## config.mk

```make
export PLATFORM = sky130hd
export DESIGN_NAME = output_classifier_flat
export DESIGN_NICKNAME = d
export VERILOG_FILES = /design/src/rtl/output_classifier_if.sv /design/src/rtl/output_classifier.sv /design/src/flat_wrapper.sv
export SDC_FILE = /design/constraint.sdc
export NUM_CORES = 1
export LEC_CHECK = 0
export ABC_AREA = 1
export CORE_MARGIN = 5
export CORE_UTILIZATION = 40
export CTS_CLUSTER_SIZE = 28
export DETAILED_ROUTE_END_ITERATION = 8
export GPL_ROUTABILITY_DRIVEN = 0
export GPL_TIMING_DRIVEN = 0
export PLACE_DENSITY_LB_ADDON = 0.15
export SLEW_MARGIN = 30
export SYNTH_ARGS = -nofsm -noshare
export SYNTH_HDL_FRONTEND = slang
export SYNTH_SLANG_ARGS = --single-unit
```

## constraint.sdc

```tcl
create_clock -name clk -period 3.1 [get_ports clk]
set_input_delay 0.775 -clock clk [delete_from_list [all_inputs] [get_ports clk]]
set_output_delay 0.775 -clock clk [all_outputs]
set_load 0.02 [all_outputs]
```

## src/rtl/output_classifier_if.sv

```systemverilog
// Request/result bus between the output_classifier and its consumer (command/LED decoding).
//
// Handshake: start is a one-cycle request that is only honoured while the classifier is idle.
// There is no ready signal and no queueing, so a requester must watch busy.
// result_valid is a one-cycle pulse, and class_id/max_score/confident hold until the next pulse.
interface output_classifier_if #(
  parameter int NUM_CLASSES = 4,
  parameter int SCORE_W     = 60,
  parameter int IDX_W       = (NUM_CLASSES > 1) ? $clog2(NUM_CLASSES) : 1
);
  logic                      start;
  logic signed [SCORE_W-1:0] scores_in [NUM_CLASSES];
  logic                      busy;
  logic                      result_valid;
  logic [IDX_W-1:0]          class_id;
  logic signed [SCORE_W-1:0] max_score;
  logic                      confident;

  modport master (
    output start, scores_in,
    input  busy, result_valid, class_id, max_score, confident
  );

  modport slave (
    input  start, scores_in,
    output busy, result_valid, class_id, max_score, confident
  );
endinterface

```

## src/rtl/output_classifier.sv

```systemverilog
// Sequential arg-max over the final dense layer scores. It scans a snapshot one score per cycle and
// reports the winning class, its score, and whether it leads the runner-up by at least MARGIN.
module output_classifier #(
  parameter int                 NUM_CLASSES = 4,
  parameter int                 SCORE_W     = 60,
  parameter int                 IDX_W       = (NUM_CLASSES > 1) ? $clog2(NUM_CLASSES) : 1,
  parameter logic [SCORE_W-1:0] MARGIN      = '0
) (
  input  logic               clk,
  input  logic               rst,
  output logic [1:0]         dbg_state,
  output_classifier_if.slave bus
);

  typedef enum logic [1:0] {
    IDLE = 2'd0,
    SCAN = 2'd1,
    DONE = 2'd2
  } state_t;

  localparam logic signed [SCORE_W-1:0] MOST_NEG   = {1'b1, {(SCORE_W-1){1'b0}}};
  localparam logic [IDX_W-1:0]          LAST_IDX   = IDX_W'(NUM_CLASSES - 1);
  localparam logic signed [SCORE_W:0]   MARGIN_EXT = {1'b0, MARGIN};

  state_t                    state_q, state_d;
  logic signed [SCORE_W-1:0] snap_q [NUM_CLASSES];
  logic signed [SCORE_W-1:0] best_q, runner_q, cur_score;
  logic [IDX_W-1:0]          best_idx_q, idx_q;
  logic signed [SCORE_W:0]   lead;
  logic                      lead_ok;

  assign dbg_state = state_q;

  always_ff @(posedge clk or negedge rst) begin
    if (!rst) state_q <= IDLE;
    else      state_q <= state_d;
  end

  always_comb begin
    state_d = state_q;
    case (state_q)
      IDLE:    if (bus.start) state_d = SCAN;
      SCAN:    if (idx_q == LAST_IDX) state_d = DONE;
      DONE:    state_d = IDLE;
      default: state_d = IDLE;
    endcase
  end

  // Index-compare mux keeps the snapshot select clean when NUM_CLASSES is not a power of two.
  always_comb begin
    cur_score = snap_q[0];
    for (int k = 1; k < NUM_CLASSES; k++) begin
      if (idx_q == IDX_W'(k)) cur_score = snap_q[k];
    end
  end

  // One extra bit keeps the lead from overflowing, even against a most-negative runner-up.
  assign lead    = {best_q[SCORE_W-1], best_q} - {runner_q[SCORE_W-1], runner_q};
  assign lead_ok = (NUM_CLASSES == 1) ? 1'b1 : (lead >= MARGIN_EXT);

  always_ff @(posedge clk or negedge rst) begin
    if (!rst) begin
      for (int k = 0; k < NUM_CLASSES; k++) snap_q[k] <= '0;
      best_q           <= '0;
      runner_q         <= '0;
      best_idx_q       <= '0;
      idx_q            <= '0;
      bus.busy         <= 1'b0;
      bus.result_valid <= 1'b0;
      bus.class_id     <= '0;
      bus.max_score    <= '0;
      bus.confident    <= 1'b0;
    end else begin
      bus.result_valid <= (state_q == DONE);
      case (state_q)
        IDLE: begin
          bus.busy <= bus.start;
          if (bus.start) begin
            snap_q     <= bus.scores_in;
            best_q     <= MOST_NEG;
            runner_q   <= MOST_NEG;
            best_idx_q <= '0;
            idx_q      <= '0;
          end
        end
        SCAN: begin
          // Strict compares: on a tie the earlier index keeps the win.
          if (cur_score > best_q) begin
            runner_q   <= best_q;
            best_q     <= cur_score;
            best_idx_q <= idx_q;
          end else if (cur_score > runner_q) begin
            runner_q <= cur_score;
          end
          idx_q <= idx_q + 1'b1;
        end
        DONE: begin
          bus.class_id  <= best_idx_q;
          bus.max_score <= best_q;
          bus.confident <= lead_ok;
        end
        default: ;
      endcase
    end
  end

endmodule

```

## src/flat_wrapper.sv

```systemverilog
// flat-port wrapper written by rule: the top's interface ports become plain ports
module output_classifier_flat 
#(
  parameter int                 NUM_CLASSES = 4,
  parameter int                 SCORE_W     = 60,
  parameter int                 IDX_W       = (NUM_CLASSES > 1) ? $clog2(NUM_CLASSES) : 1,
  parameter logic [SCORE_W-1:0] MARGIN      = '0
)
  (clk, rst, dbg_state, bus_start, bus_scores_in, bus_busy, bus_result_valid, bus_class_id, bus_max_score, bus_confident);
  output_classifier_if #(.NUM_CLASSES(NUM_CLASSES), .SCORE_W(SCORE_W), .IDX_W(IDX_W)) bus_i ();
  input  logic clk;
  input  logic rst;
  output logic [1:0] dbg_state;
  input wire logic [$bits(bus_i.start)-1:0] bus_start;
  input wire logic [$bits(bus_i.scores_in)-1:0] bus_scores_in;
  output wire logic [$bits(bus_i.busy)-1:0] bus_busy;
  output wire logic [$bits(bus_i.result_valid)-1:0] bus_result_valid;
  output wire logic [$bits(bus_i.class_id)-1:0] bus_class_id;
  output wire logic [$bits(bus_i.max_score)-1:0] bus_max_score;
  output wire logic [$bits(bus_i.confident)-1:0] bus_confident;
  assign bus_i.start = bus_start;
  assign bus_i.scores_in = {>>{bus_scores_in}};
  assign bus_busy = bus_i.busy;
  assign bus_result_valid = bus_i.result_valid;
  assign bus_class_id = bus_i.class_id;
  assign bus_max_score = bus_i.max_score;
  assign bus_confident = bus_i.confident;
  output_classifier #(.NUM_CLASSES(NUM_CLASSES), .SCORE_W(SCORE_W), .IDX_W(IDX_W), .MARGIN(MARGIN)) u_core (.clk(clk), .rst(rst), .dbg_state(dbg_state), .bus(bus_i));
endmodule
```

==> impl_metrics.csv <==
group,metric,value,unit
cts,cts_sinks,431,
yosys,synth-seq-area-share,46.1,%
grt,grt_first_pass_wirelength,121000,microns
critical_path,max_stage_delay,0.44,ns
timing,min_period_over_period,127,%
cells_and_area,total_nets_final,3482,
yosys,post_synth_instance_area,23400,sq um
cells_and_area,final-instance-count-excl-fill,3863,
drt,routed_wl,78400,microns
yosys,synth_warnings,0,
timing,finalWorstSetupSlack,-0.825,ns
critical_path,cp_slowest_cell,"dfrtp_2",
drt,drt_iter0_drc,1418,
timing,rsz0062_at_grt,"yes",
floorplanning,dieArea,63500,sq um
yosys,yosys-top-cells-area,"dfrtp_1 46%, mux2_2 12%, ha_1 9.8%",
timing,fin_skew,0.0187,ns
timing,timing.final.setup_violations,122,
timing,timing.final.max_slew_violations,0,
yosys,ys_types,37,
cts,clock_path_buffers,3,
critical_path,path_common_cell,"nand2_2",
grt,vias_in_the_first_global_route,21605,
yosys,synth_area_per_cell,9.12,sq um
critical_path,timing.critical_path.from_type,"register",
critical_path,crit_family,"simple AND/OR/NAND/NOR gates",
cts,clkTransAtPathRegs,0.06,ns
timing,finalSetupTns,-92.90,ns
drt,route.detailed.drc,0,
run_status,violations,"setup timing",
cells_and_area,drive_above_1_share,26.0,%
yosys,synthCells,2567,
placed_design,place.port_buffers,309,
drt,detail_route.vias_per_cell,5.33,
cts,clock_root_buffer,"clkbuf_16",
job,cap_viol_max_count,0,
min_path,hp-class,"in2async",
timing,clock.fmax,0.255,GHz
floorplanning,i_o_pin_cnt,310,
critical_path,path_max_fanout,6,
critical_path,cp.buffers_inverters,7,
timing,layout_min_cycle_time,3.92,ns
floorplanning,rows,88,
timing,count_of_endpoints_failing_hold_in_the_final_timing_report,0,
drt,drtPass1Iterations,5,
floorplanning,floorplan.die.height,252,microns
cts,htree_num_levels,2,
timing,timing.max_slew.rel_slack,39.4,%
yosys,yosys_register_bits,431,
cells_and_area,final_common_cell,"nand2_1",
yosys,area_share_of_the_largest_cell_type_after_synthesis,46.1,%
critical_path,cp-end-kind,"register",
floorplanning,chipWidth,252,microns
drt,vias,20599,
critical_path,crit_arrival,4.43,ns
timing,fin_worst_hold_slack,0.125,ns
run_status,outcome,"finished with violations",
cts,clkLatencyLatePin,0.59,ns
grt,antenna_found_initial,0,
drt,ant_nets,0,
cts,cts_made_buffers,51,
floorplanning,initial_core_util,40.5,%
critical_path,worst_ep_required_time,3.61,ns
placed_design,dp_hpwl,56000,microns
cells_and_area,final_cell_mix,"513 x nand2_1, 429 x dfrtp_1, 308 x clkdlybuf4s50_1, 240 x mux2_2, 193 x nand3_1",
cts,tritoncts,"yes",
yosys,cell_accounting_for_the_most_synthesized_area,"dfrtp_1",
cells_and_area,layout-area-overhead-vs-synth,38.3,%
timing,worst-slew-pin-transition,0.908,ns
yosys,syn-num-nets,2993,
critical_path,crit_cells,26,
floorplanning,floorplan.core_area,57800,sq um
grt,globalRouteOverflowTotal,0,
grt,grt_max_degree,87,
critical_path,path_class,"reg2reg",
critical_path,ff2ff_path_depth,26,
grt,gr-usage-all-layers,23.9,%
drt,routedWlPerCell,20.3,microns
placed_design,place.detailed.instances,3646,
==> stage by stage <==
| stage | instance area [sq um] | setup WS, ns | util [%] |
|---|---|---|---|
| 2_1_floorplan | 23600 | 0.00184 | - |
| 3_3_place_gp | 27700 | -18.14 | 47.9 |
| 3_5_place_dp | 27800 | -1.92 | 48.1 |
| 4_1_cts | 31500 | -0.793 | 54.5 |
| 5_1_grt | 32400 | -0.949 | 56.0 |
| 6_report | 32400 | -0.825 | 56.0 |
==> cells by family (layout without fill, tap and decap cells) <==
group / after synthesis / after routing / synth area share [%]
adders and majority gates: 183 / 183 / 9.78
AOI/OAI and AO/OA: 349 / 349 / 7.71
muxes: 240 / 240 / 11.5
other: 0 / 1 / 0
buffers and inverters: 333 / 862 / 5.85
and+or+nand+nor: 1031 / 1032 / 19.0
DFF: 431 / 431 / 46.1
==> per-layer routing <==
layer / up-vias / share of wire, % / track usage [%]
met1: 10139 / 44 / 32.5
met2: 603 / 47 / 39.3
met4: 0 / 3.3 / 6.92
met5: - / 0 / 0
met3: 138 / 6.1 / 4.43
li1: 9719 / - / -
==> synthesized netlist by cell type, drive strengths merged <==
| cell | instances |
|---|---|
| and3 | 1 |
| o21a | 3 |
| nor4b | 1 |
| mux2 | 240 |
| nand3 | 262 |
| nor2 | 112 |
| a211oi | 2 |
| a21oi | 131 |
| o21bai | 1 |
| o22ai | 1 |
| a21o | 10 |
| o211ai | 2 |
| o31ai | 2 |
| clkinv | 1 |
| nor3 | 6 |
| nand4 | 78 |
| o21ai | 195 |
| o221ai | 1 |
| and2 | 2 |
| inv | 184 |
| ha | 183 |
| nand2 | 564 |
| nor4 | 3 |
| dfrtp | 431 |
| nor3b | 1 |
| o2111ai | 1 |
| buf | 56 |
| clkbuf | 92 |
| nand3b | 1 |
==> final timing paths <==
kind / from / end / slack, ns
max: u_core.idx_q[0] / u_core.best_q[32] / -0.82
min: rst / u_core.snap_q[221] / 0.12
max reg2reg: u_core.idx_q[0] / u_core.best_q[32] / -0.82
min reg2reg: u_core.runner_q[44] / u_core.runner_q[44] / 0.48
max in group asynchronous: rst / u_core.idx_q[1] / 1.69
min in group clk: u_core.runner_q[44] / u_core.runner_q[44] / 0.48
==> final cells by class <==
type                            instances  area, sq um
Antenna cell                            1         2.50
Buffer                                142         1100
Fill cell                            5093        25400
Multi-Input combinational cell       1804        12400
Timing Repair inverter                  2         36.3
Clock buffer                           73         1500
Tap cell                              765          957
Clock inverter                         21          262
Sequential cell                       431        10800
Timing Repair Buffer                  439         4640
Inverter                              185          733
==> sequential cells by signal, summed over array words and instances (netlist names) <==
name	flops
u_core.snap_q	240
u_core.best_q	60
u_core.bus.max_score	60
u_core.runner_q	60
u_core.best_idx_q	2
u_core.bus.class_id	2
u_core.dbg_state	2
u_core.idx_q	2
u_core.bus.busy	1
u_core.bus.confident	1
u_core.bus.result_valid	1
==> worst reg2reg max path, cell delays in order (launching register included) <==
cell and delay, ns:
dfrtp_2 0.44, inv_2 0.10, ha_4 0.24, clkinv_8 0.12, clkbuf_16 0.21, clkbuf_16 0.17
nand3_1 0.12, o21ai_2 0.08, a21oi_2 0.24, ha_1 0.15, nand2_1 0.08, nor2_4 0.11
nand4_1 0.25, nor2_1 0.19, nand2_1 0.08, nand2_2 0.10, nand2_2 0.09, nand2_2 0.11
nand2_2 0.08, nand2_4 0.09, nand3_4 0.11, nand2_8 0.11, buf_12 0.14, buf_16 0.15
clkbuf_16 0.15, nand3_1 0.06, o21ai_1 0.10
==> timing repair <==
action,CTS,global route
hold endpoints to repair,0,0
hold buffers,0,0
buffers inserted,79,29
cloned,15,9
pin swaps,55,36
endpoints found under the setup margin,122,145
resized for setup,269,200
Power is left out: the tool's default activity adds up to more than one toggle a clock period on the data nets, which glitch-free logic cannot reach.
